==> src/rtl/inst_queue_pkg.sv <==
// Shared core constants for the fetch-to-decode instruction queue:
// RV64 control-flow opcodes, default depth and the stored entry layout.
package inst_queue_pkg;

  localparam int IQ_DEPTH = 4;

  localparam logic [6:0] OP_JAL    = 7'b1101111;
  localparam logic [6:0] OP_JALR   = 7'b1100111;
  localparam logic [6:0] OP_BRANCH = 7'b1100011;

  typedef struct packed {
    logic [63:0] pc;
    logic [31:0] inst;
  } iq_entry_t;

  function automatic logic is_ctrl_opcode(input logic [6:0] opcode);
    return (opcode == OP_JAL) || (opcode == OP_JALR) || (opcode == OP_BRANCH);
  endfunction

endpackage

==> src/rtl/inst_predecode.sv <==
// Combinational predecode of a stored instruction word for the decode stage.
module inst_predecode
  import inst_queue_pkg::*;
(
  input  logic [31:0] inst,
  output logic        is_ctrl,
  output logic        illegal
);

  assign is_ctrl = is_ctrl_opcode(inst[6:0]);
  // Compressed encodings are not supported, so anything without 2'b11 low bits is illegal.
  assign illegal = (inst[1:0] != 2'b11);

endmodule

==> src/rtl/inst_queue.sv <==
// Fetch-to-decode instruction queue with flush, pointer-based occupancy
// and predecoded control-flow / illegal flags on the head entry.
module inst_queue
  import inst_queue_pkg::*;
#(
  parameter int DEPTH = IQ_DEPTH
) (
  input  logic                    clock,
  input  logic                    reset,
  input  logic                    flush,
  input  logic                    in_valid,
  output logic                    in_ready,
  input  logic [63:0]             in_pc,
  input  logic [31:0]             in_inst,
  output logic                    out_valid,
  input  logic                    out_ready,
  output logic [63:0]             out_pc,
  output logic [31:0]             out_inst,
  output logic                    out_is_ctrl,
  output logic                    out_illegal,
  output logic [$clog2(DEPTH):0]  count
);

  localparam int AW = $clog2(DEPTH);
  localparam logic [AW:0] PTR_ONE = {{AW{1'b0}}, 1'b1};

  // Handshake: a transfer happens at a rising edge when valid and ready are both 1;
  // ready never depends on the partner's valid, and flush withdraws both sides.
  logic [AW:0] wr_ptr_q, wr_ptr_d;
  logic [AW:0] rd_ptr_q, rd_ptr_d;
  iq_entry_t   mem_q [DEPTH];
  iq_entry_t   mem_d [DEPTH];

  logic      full;
  logic      empty;
  logic      push;
  logic      pop;
  iq_entry_t head;

  assign full  = (wr_ptr_q[AW] != rd_ptr_q[AW]) &&
                 (wr_ptr_q[AW-1:0] == rd_ptr_q[AW-1:0]);
  assign empty = (wr_ptr_q == rd_ptr_q);

  assign in_ready  = !full && !flush;
  assign out_valid = !empty && !flush;
  assign push      = in_valid && in_ready;
  assign pop       = out_valid && out_ready;
  assign count     = wr_ptr_q - rd_ptr_q;

  always_comb begin
    wr_ptr_d = wr_ptr_q;
    rd_ptr_d = rd_ptr_q;
    mem_d    = mem_q;
    if (reset || flush) begin
      wr_ptr_d = '0;
      rd_ptr_d = '0;
    end else begin
      if (push) begin
        mem_d[wr_ptr_q[AW-1:0]] = '{pc: in_pc, inst: in_inst};
        wr_ptr_d = wr_ptr_q + PTR_ONE;
      end
      if (pop) begin
        rd_ptr_d = rd_ptr_q + PTR_ONE;
      end
    end
  end

  always_ff @(posedge clock) begin
    wr_ptr_q <= wr_ptr_d;
    rd_ptr_q <= rd_ptr_d;
  end

  // Storage is deliberately outside reset; the pointers alone define validity.
  always_ff @(posedge clock) begin
    mem_q <= mem_d;
  end

  assign head     = mem_q[rd_ptr_q[AW-1:0]];
  assign out_pc   = head.pc;
  assign out_inst = head.inst;

  inst_predecode u_predecode (
    .inst    (head.inst),
    .is_ctrl (out_is_ctrl),
    .illegal (out_illegal)
  );

endmodule
==> config.mk <==
export PLATFORM = sky130hd
export DESIGN_NAME = inst_queue
export DESIGN_NICKNAME = d
export VERILOG_FILES = /design/src/rtl/inst_queue_pkg.sv /design/src/rtl/inst_predecode.sv /design/src/rtl/inst_queue.sv
export SDC_FILE = /design/constraint.sdc
export NUM_CORES = 1
export LEC_CHECK = 0
export CELL_PAD_IN_SITES_DETAIL_PLACEMENT = 2
export CELL_PAD_IN_SITES_GLOBAL_PLACEMENT = 2
export CORE_MARGIN = 5
export CORE_UTILIZATION = 25
export DETAILED_ROUTE_END_ITERATION = 8
export PLACE_DENSITY_LB_ADDON = 0.15
export SLEW_MARGIN = 10
export SYNTH_ARGS = -nofsm -noshare
export SYNTH_HDL_FRONTEND = slang
export SYNTH_SLANG_ARGS = --single-unit
==> constraint.sdc <==
create_clock -name clock -period 13.9 [get_ports clock]
set_clock_uncertainty 0.15 [all_clocks]
set_input_delay 3.475 -clock clock [delete_from_list [all_inputs] [get_ports clock]]
set_output_delay 3.475 -clock clock [all_outputs]
set_load 0.02 [all_outputs]
; Yosys cells after proc, flatten, opt, wreduce, memory -nomap -nowiden
; Index checks and enable logic that the tools add are counted.
[totals]
ff_bits = 390
latchBits = 0
ramBits = 0
mem_bits_ro = 0
input_bits = 101
output_inout_bits = 103
word_cells = 45
memories = 0
[classes]
n_addsub = 3
mul = 0
div = 0
n_lt_le_gt_ge = 3
eq_ne = 7
shifts = 0
mux = 6
n_bitwise = 3
n_reduce_logical = 13
[op_table]
columns = op, count
row1 = $bwmux W384, 1
row2 = $mux W96, 3
row3 = $bmux W96 S2, 1
row4 = $demux W96 S2, 1
row5 = $eq A7 B7 Y1 const B, 3
row6 = $add A3 B1 Y3 const B, 2
row7 = $ge A3 B3 Y1 const B, 2
row8 = $logic_and A1 B1 Y1, 6
row9 = $not A2 Y3, 2
row10 = $eq A3 B3 Y1, 1
row11 = $logic_not A1 Y1, 3
row12 = $logic_or A1 B1 Y1, 3
row13 = $lt A3 B1 Y1 const B, 1
row14 = $sub A3 B3 Y3, 1
row15 = $eq A2 B2 Y1, 1
row16 = $ne A2 B2 Y1 const B, 1
row17 = $reduce_and A2 Y1, 1
row18 = $ne A1 B1 Y1, 1
row19 = $not A1 Y1, 1

; Depth between registers and ports, before layout
; Gate-level depths: netlist of run 1.
[depth]
ltp_word = 7
mapped_depth = 9
ltp_nobuf = 6

; Hierarchy
; Synthesis of run 1 repeated with hierarchy kept, for this count alone.
[unflattened]
hier_cells = 563
hier_area_um2 = 14386.3
[by_module_without_submodules]
columns = mod, n_inst, cells_per_inst, area_per_inst_um2, seq_area_each_um2
row1 = inst_queue, 1, 559, 14357.5, 11651.2
row2 = inst_predecode, 1, 4, 28.8, 0.0

; Worst setup path before layout of run 1
; No wires, ideal clock.
[synth_path]
path_kind = input-to-reg
startpoint = input flush
endpoint = register mem_q[100] in the netlist's numbering, enable pin
setup_time_ns = 0.688
arrival_time_ns = 10.740
required_ns = 13.062
setup_slack_ns = 2.322
stages = 3
path_buffers = 0
cell_sequence = inv_1 -> o211ai_2 -> nor3b_1
[synth_via]
elab_chain_len = 4
word_cells_on_any_way = 6
classes_between = 1 x bitwise / 5 x reduce/logical
[synth_lines]
columns = element, line
row1 = "start, declared", inst_queue.sv:10  ; input logic flush,
row2 = $logic_not A1 Y1, inst_queue.sv:44  ; assign in_ready = !full && !flush;
row3 = $logic_and A1 B1 Y1, inst_queue.sv:44
row4 = $logic_and A1 B1 Y1, inst_queue.sv:46  ; assign push = in_valid && in_ready;
row5 = $reduce_and A2 Y1 (no source line) *, n/a
row6 = "end signal, assigned", inst_queue.sv:75  ; mem_q <= mem_d;
row7 = "end, declared", inst_queue.sv:31  ; iq_entry_t mem_q [DEPTH];
; Every way passes the cells marked *; elsewhere a longest branch is shown, timed or not.
; A chain may end at the register's enable or synchronous reset.

; Worst setup path in the final report of run 1
[layout_path]
startpoint = input flush
endpoint = output out_valid
[layout_via]
elab_chain_len = 2
[layout_lines]
columns = element, line
row1 = $logic_not A1 Y1, inst_queue.sv:45  ; assign out_valid = !empty && !flush;
row2 = $logic_and A1 B1 Y1, inst_queue.sv:45
row3 = "end, declared", inst_queue.sv:15  ; output logic out_valid,
; Every way passes these cells.

==> metrics.cfg, run 1 <==
[routing]
antenna_left = 0
drt_pre_antenna_iters = 5
vias = 6610
drc_errors = 0
post_drt_wl_per_cell_um = 21.6
viasPerCell = 4.17
drt_iter0_markers = 260
postRouteWirelength_um = 34200

[cts]
cts_buffers = 44
clkSlewWorstSetupHoldPaths_ns = 0.05
cts-root-buf = clkbuf_16
clock_path_buffers = 3
cts_tree = yes
cts_setup_buffers = 0
cts_sinks = 390
h-tree-depth = 2
cts_resized = 0
ctsHoldBuffers = 0
insertion_delay_ns = 0.55

[setup_path]
worstSetupPathType = input pin to output port
cp_max_fo = 6
startpoint_type = input pin
crit_required_ns = 10.27
cp-end-kind = output port
crit_arrival_ns = 4.88
reg2reg_depth = 5

[power_and_ir_drop]
leakagePower_nw = 5.69
p_per_area_nw_per_um2 = 134
ir_drop_uv = 81.6

[hold_path]
holdPathStages = 2
min_path_type = register to register

[global_routing]
grt_pass1_vias = 7871
grt_pass1_wl_um = 52000
antenna_found_initial = 3
grt-ovfl-total = 0
grt.total_usage_pct = 11.0
grt_max_degree = 62

[yosys]
ys_seq_area_share_pct = 81.1
synth_nets = 666
synth_seq_cells = 390
synth_area_sq_um = 14400
yosys.cell_types.count = 28
yosys_warnings = 0
syn_inst = 557
syn_area_per_cell_sq_um = 25.8

[floorplanning]
rows = 87
coreArea_sq_um = 56700
fp.dieArea_sq_um = 62400
start_util_pct = 25.3
ioPinCount = 204
die_x_um = 250
fp.dieH_um = 250

[finish]
n_fill_cell = 5474
mostFrequentLayoutCell = edfxtp_1
nets = 905
fin_util_pct = 32.9
final_cell_mix = 384 x edfxtp_1, 203 x clkdlybuf4s50_1, 96 x mux4_2
multi_input_area_sq_um = 2530
area.growth.synth_to_final_pct = 29.9
drive_gt1_share_pct = 21.3
seqCellArea_sq_um = 11700

[job]
cap_violations = 0

[sta]
fmax_mhz = 118
finalCriticalPeriod_ns = 8.51
fin_tns_setup_ns = 0
finalHoldViolations = 0
slew_viol_final = 0
relSlewSlack_pct = 31.8
rsz0062_at_grt = no
worstMarginPinSlew_ns = 1.02
fin_crit_sh_pct = 61.2
setup_violations = 0

[placement]
gp_congestion = 0.700
port_buffers = 203
dpl.hpwl_um = 21200

[outcome]
status = finished, final reports clean

[registers in the layout (all words and copies together) (netlist names)]
signal	count
mem_q	384
wr_ptr_q	3
rd_ptr_q	3
[final cells by class]
cell class,count,area share [%]
clock buffers,55,6.46
inverters,7,0.141
multi-input cells,137,13.6
flip-flops and latches,390,62.5
well taps,756,5.07
clock inverters,23,0.871
repair buffers,216,11.4
diodes,2,0.0268
[cells by family (layout without fill, tap and decap cells)]
| family | count (synthesis) | count (layout) | synth area share (%) |
|---|---|---|---|
| buffers and inverters | 30 | 301 | 1.45 |
| muxes | 97 | 97 | 15.1 |
| xor gates and xnor gates | 6 | 6 | 0.418 |
| other | 0 | 2 | 0 |
| AOI/OAI and AO/OA | 6 | 6 | 0.340 |
| adders and majority gates | 8 | 8 | 0.749 |
| and+or+nand+nor | 20 | 20 | 0.845 |
| DFF | 390 | 390 | 81.1 |
[final timing paths]
| check | startpoint | endpoint | slack, ns |
|---|---|---|---|
| max | flush | out_valid | 5.39 |
| min | wr_ptr_q[2] | wr_ptr_q[2] | 0.42 |
| max reg2reg | rd_ptr_q[0] | mem_q[375] | 9.91 |
| min reg2reg | wr_ptr_q[2] | wr_ptr_q[2] | 0.42 |
[critical path, cell delays in order]
cell and delay [ns]:
clkdlybuf4s50_1 0.51, a31oi_1 0.25, clkdlybuf4s50_1 0.65
[routing by layer]
layer / GRT usage (%) / part of all wire [%] / routed length (um)
met4: 3.56 / 2.3 / 775
met2: 20.1 / 54 / 18400
met3: 3.66 / 6.7 / 2280
met1: 12.1 / 37 / 12700
met5: 0 / 0.020 / 7
[power by group]
group	leakage, nW	switching (mW)	internal [mW]
Combinational	1.51	0.0471	0.0509
Sequential	3.52	0.00281	1.30
Clock	0.662	0.446	0.647
Total	5.69	0.496	2.00
[cells in the mapped netlist]
cell type	number	area (sq um)
edfxtp_1	384	11500
mux4_2	96	2160
buf_6	11	124
buf_2	10	50.1
nor2_1	8	30.0
ha_1	7	87.6
dfxtp_1	6	120
inv_1	6	22.5
nand2_1	4	15.0
nor3b_1	3	22.5
xnor2_1	3	26.3
a31oi_1	2	12.5
xor2_1	2	17.5
a21oi_1	1	5.00
a311o_1	1	10.0
buf_1	1	3.75
clkbuf_1	1	3.75
fa_1	1	20.0
inv_2	1	3.75
mux2i_1	1	10.0
nand3_1	1	5.00
nand3b_1	1	7.51
nor2b_4	1	13.8
nor4_4	1	21.3
o2111ai_1	1	8.76
o211ai_2	1	12.5
or2_2	1	6.26
xnor2_2	1	16.3
[stage by stage]
| stage | setup WS [ns] | hold slack (ns) | instances | area, sq um | total power [mW] |
|---|---|---|---|---|---|
| 6_report | 5.39 | 0.424 | 1586 | 18700 | 2.50 |
| 5_1_grt | 5.34 | 0.451 | 1584 | 18700 | 2.61 |
| 4_1_cts | 5.38 | 0.433 | 1584 | 18700 | 2.55 |
| 3_5_place_dp | 5.38 | 0.421 | 1506 | 17300 | 1.43 |
| 3_3_place_gp | 5.44 | 0.404 | 1506 | 17300 | 1.43 |
| 2_1_floorplan | 2.32 | 0.382 | 557 | 14400 | 1.36 |
Power figures use the tool's default switching activity.
==> run 2, diff against run 1 <==
Clock period 13.9 ns to 7.12 ns, I/O delays scaled along.
==> run 2 against run 1 <==
Against the previous run:
- non-clock buffer count increased by 1
- wire length grew 1.0%
- first-iteration DRC count grew 3.5%
- utilization about the same
- clock power up 94%
- via count is 0.71% higher
- worst setup slack worse by 3.4 ns
- sequential cell count did not move
- critical path depth is the same
- sequential power rose by 95%
- count of clock-buffer cells in the layout up 7
- die area did not move
==> metrics.cfg, run 2 (synthesis gave the netlist of run 1 again) <==
[sta]
fin_tns_setup_ns = 0  ; unchanged
slew_viol_final = 0  ; unchanged
relSlewSlack_pct = 37.2  ; +5.4 points
finalHoldViolations = 0  ; unchanged
fin_crit_sh_pct = 72.2
worstMarginPinSlew_ns = 0.943  ; -0.0809 ns
fmax_mhz = 194
hold_slack_ns = 0.433  ; +0.00837 ns
setup_violations = 0  ; unchanged
finalCriticalPeriod_ns = 5.14
setup_slack_ns = 1.98  ; -3.41 ns
rsz0062_at_grt = no

[power_and_ir_drop]
fin_total_pwr_mw = 4.85  ; +94%
leakagePower_nw = 5.68  ; -0.16%
ir_drop_uv = 170  ; +110%
p_per_area_nw_per_um2 = 260  ; +95%

[routing]
drt_pre_antenna_iters = 4  ; -1
post_drt_wl_per_cell_um = 21.8  ; +1.1%
drt_iter0_markers = 269  ; +3.5%
drc_errors = 0  ; unchanged
wl_met2_um = 18200  ; -1.3%
met1_length_um = 13300  ; +4.8%
routed.top_layer = met5
route.met3.wl_um = 2260  ; -0.57%
postRouteWirelength_um = 34600  ; +1.0%
viasPerCell = 4.20  ; +0.77%
antenna_left = 0  ; unchanged
vias = 6657  ; +0.71%

[finish]
area.growth.synth_to_final_pct = 29.8  ; about the same
regMostFlops = mem_q
final_cell_mix = 384 x edfxtp_1, 203 x clkdlybuf4s50_1, 96 x mux4_2
nets = 907  ; +0.22%
finalNonFillerCells = 1585  ; -0.063%
mostFrequentLayoutCell = edfxtp_1
fin_util_pct = 32.9  ; about the same
fin_area_sq_um = 18700  ; about the same
drive_gt1_share_pct = 21.1  ; -0.12 points
largest_reg_flops = 384  ; unchanged
reg_top3 = mem_q: 384 flops, rd_ptr_q: 3 flops, wr_ptr_q: 3 flops

[placement]
dpl.hpwl_um = 21100  ; -0.35%
port_buffers = 203  ; unchanged
dp.cells = 1507  ; +0.066%
gp_congestion = 0.690  ; -1.4%
place_area_sq_um = 17300  ; +0.19%
pre_cts_ws_ns = 2.02  ; -3.36 ns

[global_routing]
grt.total_usage_pct = 11.0  ; about the same
grt-ovfl-total = 0  ; unchanged
grt_pass1_vias = 7884  ; +0.17%
antenna_found_initial = 4  ; +1
grt_pass1_wl_um = 52300  ; +0.60%
grt_max_degree = 56  ; -9.7%

[outcome]
status = finished, final reports clean

[cts]
h-tree-depth = 2  ; unchanged
cts_tree = yes
cts_setup_buffers = 0  ; unchanged
cts_buffers = 45  ; +2.3%
cts-root-buf = clkbuf_16
cts_sinks = 390  ; unchanged
clkSlewWorstSetupHoldPaths_ns = 0.06  ; about the same
ctsHoldBuffers = 0  ; unchanged
insertion_delay_ns = 0.55  ; about the same
clock_path_buffers = 3  ; unchanged
cts_resized = 0  ; unchanged

[setup_path]
crit_required_ns = 5.19  ; -5.08 ns
cp_max_fo = 41  ; +35
reg2reg_depth = 6  ; +1
r2r_start = rd_ptr_q[0]
cp-end-kind = output port
worstSetupPathType = register to output port
crit_arrival_ns = 3.21  ; -1.67 ns
worstSetupStartpoint = rd_ptr_q[0]
startpoint_type = register

[hold_path]
holdPathStages = 2  ; unchanged
min_path_type = register to register
min_from = rd_ptr_q[2]

[floorplanning]
fp.dieArea_sq_um = 62400  ; unchanged
start_util_pct = 25.3  ; unchanged
coreArea_sq_um = 56700  ; unchanged
rows = 87  ; unchanged
ioPinCount = 204  ; unchanged
fp.dieH_um = 250  ; unchanged
die_x_um = 250  ; unchanged

[job]
cap_violations = 0  ; unchanged

==> run 2: changes by cell type in the layout (fill, tap and decap cells not counted), sizes merged <==
cell,before,now
buf,13,14
clkinv,20,11
clkbuf,55,62
clkinvlp,1,0
inv,7,9
diode,2,1
==> run 2: metal layers <==
metal / vias to the layer above / track usage (%)
li1: 2877 / -
met1: 3565 / 12.6
met2: 155 / 19.7
met3: 54 / 3.55
met4: 6 / 3.34
met5: - / 0
==> run 2: report_power, final <==
part | internal (mW) | total (mW) | leakage [nW] | switching [mW]
registers | 2.54 | 2.55 | 3.52 | 0.00559
clock network | 1.24 | 2.11 | 0.642 | 0.873
logic | 0.0998 | 0.191 | 1.52 | 0.0914
total | 3.88 | 4.85 | 5.68 | 0.970
==> run 2: final timing paths <==
kind                 end  slack (ns)
min reg2reg  rd_ptr_q[2]        0.43
max           out_pc[42]        1.98
max reg2reg   mem_q[371]        3.49
min          rd_ptr_q[2]        0.43
==> run 2: area by class of cell <==
type	count	area (sq um)
multi-input combinational	137	2530
fill	5524	38100
clock buffer	62	1200
inverter	7	26.3
clock inverter	15	123
tap	756	946
timing repair buffer	217	2160
antenna	1	2.50
sequential	390	11700
==> run 2: worst max-delay path, cell delays in order (launching register included) <==
cell	delay, ns
dfxtp_4	0.92
buf_4	0.52
mux4_2	0.59
clkdlybuf4s50_1	0.56
==> run 3, diff against run 2 <==
Clock period 7.12 ns to 5.1 ns, I/O delays scaled along.
==> run 3 against run 2 <==
Against the previous run:
- sequential share of layout area shrank 0.29 points
- critical path depth is 2 higher
- register-to-register slack worse by 1.5 ns
- cell area increased by 0.47%
- die area unchanged
- wire length is 0.86% lower
- utilization grew 0.15 points
==> metrics.cfg, run 3 (synthesis gave the netlist of run 1 again) <==
[outcome]
status = finished, final reports clean

[job]
cap_violations = 0  ; unchanged

[global_routing]
grt_pass1_wl_um = 52100  ; -0.45%
grt_pass1_vias = 7848  ; -0.46%
grt.total_usage_pct = 11.0  ; -0.029 points
antenna_found_initial = 1  ; -3
grt_max_degree = 90  ; +61%
grt-ovfl-total = 0  ; unchanged

[sta]
finalHoldViolations = 0  ; unchanged
fin_tns_setup_ns = 0  ; unchanged
setup_violations = 0  ; unchanged
fmax_mhz = 236
worstMarginPinSlew_ns = 0.673  ; -0.270 ns
hold_slack_ns = 0.429  ; -0.00405 ns
rsz0062_at_grt = no
relSlewSlack_pct = 55.1  ; +18 points
slew_viol_final = 0  ; unchanged
setup_slack_ns = 0.861  ; -1.12 ns
fin_crit_sh_pct = 83.1
finalCriticalPeriod_ns = 4.24

[floorplanning]
start_util_pct = 25.3  ; unchanged
fp.dieH_um = 250  ; unchanged
die_x_um = 250  ; unchanged
ioPinCount = 204  ; unchanged
rows = 87  ; unchanged
coreArea_sq_um = 56700  ; unchanged
fp.dieArea_sq_um = 62400  ; unchanged

[routing]
viasPerCell = 4.17  ; -0.63%
antenna_left = 0  ; unchanged
vias = 6611  ; -0.69%
drt_iter0_markers = 313  ; +16%
drc_errors = 0  ; unchanged
postRouteWirelength_um = 34300  ; -0.86%
post_drt_wl_per_cell_um = 21.6  ; -0.80%
drt_pre_antenna_iters = 5  ; +1

[hold_path]
min_path_type = register to register
holdPathStages = 2  ; unchanged

[placement]
pre_cts_ws_ns = 1.00  ; -1.02 ns
dp.cells = 1507  ; unchanged
dpl.hpwl_um = 20900  ; -1.1%
port_buffers = 203  ; unchanged
gp_congestion = 0.674  ; -2.3%

[finish]
area.growth.synth_to_final_pct = 30.4
regMostFlops = mem_q
final_cell_mix = 384 x edfxtp_1, 203 x clkdlybuf4s50_1, 96 x mux4_2
finalNonFillerCells = 1584  ; -0.063%
mostFrequentLayoutCell = edfxtp_1
largest_reg_flops = 384  ; unchanged
reg_top3 = mem_q: 384 flops, rd_ptr_q: 3 flops, wr_ptr_q: 3 flops
drive_gt1_share_pct = 21.6  ; +0.51 points
nets = 907  ; unchanged
fin_util_pct = 33.0  ; +0.15 points

[cts]
h-tree-depth = 2  ; unchanged
cts_resized = 0  ; unchanged
clock_path_buffers = 3  ; unchanged
cts_tree = yes
cts_buffers = 45  ; unchanged
cts-root-buf = clkbuf_16
clkSlewWorstSetupHoldPaths_ns = 0.05  ; about the same
cts_setup_buffers = 0  ; unchanged
cts_sinks = 390  ; unchanged
ctsHoldBuffers = 0  ; unchanged
insertion_delay_ns = 0.55  ; about the same

[setup_path]
critPathMaxStageDelay_ns = 0.62  ; -0.30 ns
cp-end-kind = output port
worstSetupPathType = register to output port
r2r_slack_ns = 2.03  ; -1.46 ns
crit_arrival_ns = 2.81  ; -0.40 ns
cp.depth = 5  ; +2
worstSetupStartpoint = rd_ptr_q[0]
crit_end = out_is_ctrl
crit_required_ns = 3.67  ; -1.52 ns
cp_top_family = buffers and inverters
cp_slowest_cell = dfxtp_4
r2r_start = rd_ptr_q[1]
path_cells = buf_12 -> mux4_2 -> nand2_1 -> nor4_4 -> clkdlybuf4s50_1
startpoint_type = register
r2r-end = mem_q[136]
reg2reg_depth = 6  ; unchanged
cp_max_fo = 33  ; -20%
path_buf_inv = 2  ; unchanged

[power_and_ir_drop]
leakagePower_nw = 5.72  ; +0.68%
p_per_area_nw_per_um2 = 360  ; +38%
ir_drop_uv = 206  ; +21%

## run 3: worst min-delay path, cell delays in order (launching register included)
cell     delay (ns)
dfxtp_1        0.34
xnor2_1        0.13
nor2_1         0.07
## run 3: area by class of cell
cell class                 count  area [sq um]
tap                          756           946
inverter                       7          26.3
timing repair buffer         217          2220
antenna                        1          2.50
multi-input combinational    137          2550
clock inverter                20           119
fill                        5513         38000
clock buffer                  56          1210
sequential                   390         11700
## run 3: worst min path at each step
stage / slack [ns] / endpoint / from
2_1_floorplan: 0.38 / wr_ptr_q[2] / wr_ptr_q[2]
3_3_place_gp: 0.40 / wr_ptr_q[2] / wr_ptr_q[2]
3_5_place_dp: 0.42 / rd_ptr_q[2] / rd_ptr_q[2]
4_1_cts: 0.44 / rd_ptr_q[2] / rd_ptr_q[2]
5_1_grt: 0.48 / rd_ptr_q[2] / rd_ptr_q[2]
6_report: 0.43 / rd_ptr_q[2] / rd_ptr_q[2]
## run 3: through the flow
step           instance area [sq um]  total power [mW]
2_1_floorplan                  14400              3.72
3_3_place_gp                   17400              3.89
3_5_place_dp                   17400              3.90
4_1_cts                        18700              6.89
5_1_grt                        18700              7.06
6_report                       18700              6.75
## run 3: metal layers
layer / up-vias / GRT usage (%) / wire, um
met5: - / 0 / 0
met4: 0 / 3.01 / 665
met3: 49 / 3.43 / 1960
met2: 150 / 19.9 / 18300
met1: 3539 / 12.6 / 13300
li1: 2873 / - / -
## run 3: where the power goes
part,total [mW],internal [mW],switching (mW)
combinational,0.270,0.141,0.129
sequential,3.56,3.55,0.00723
clock,2.92,1.71,1.21
total,6.75,5.41,1.34
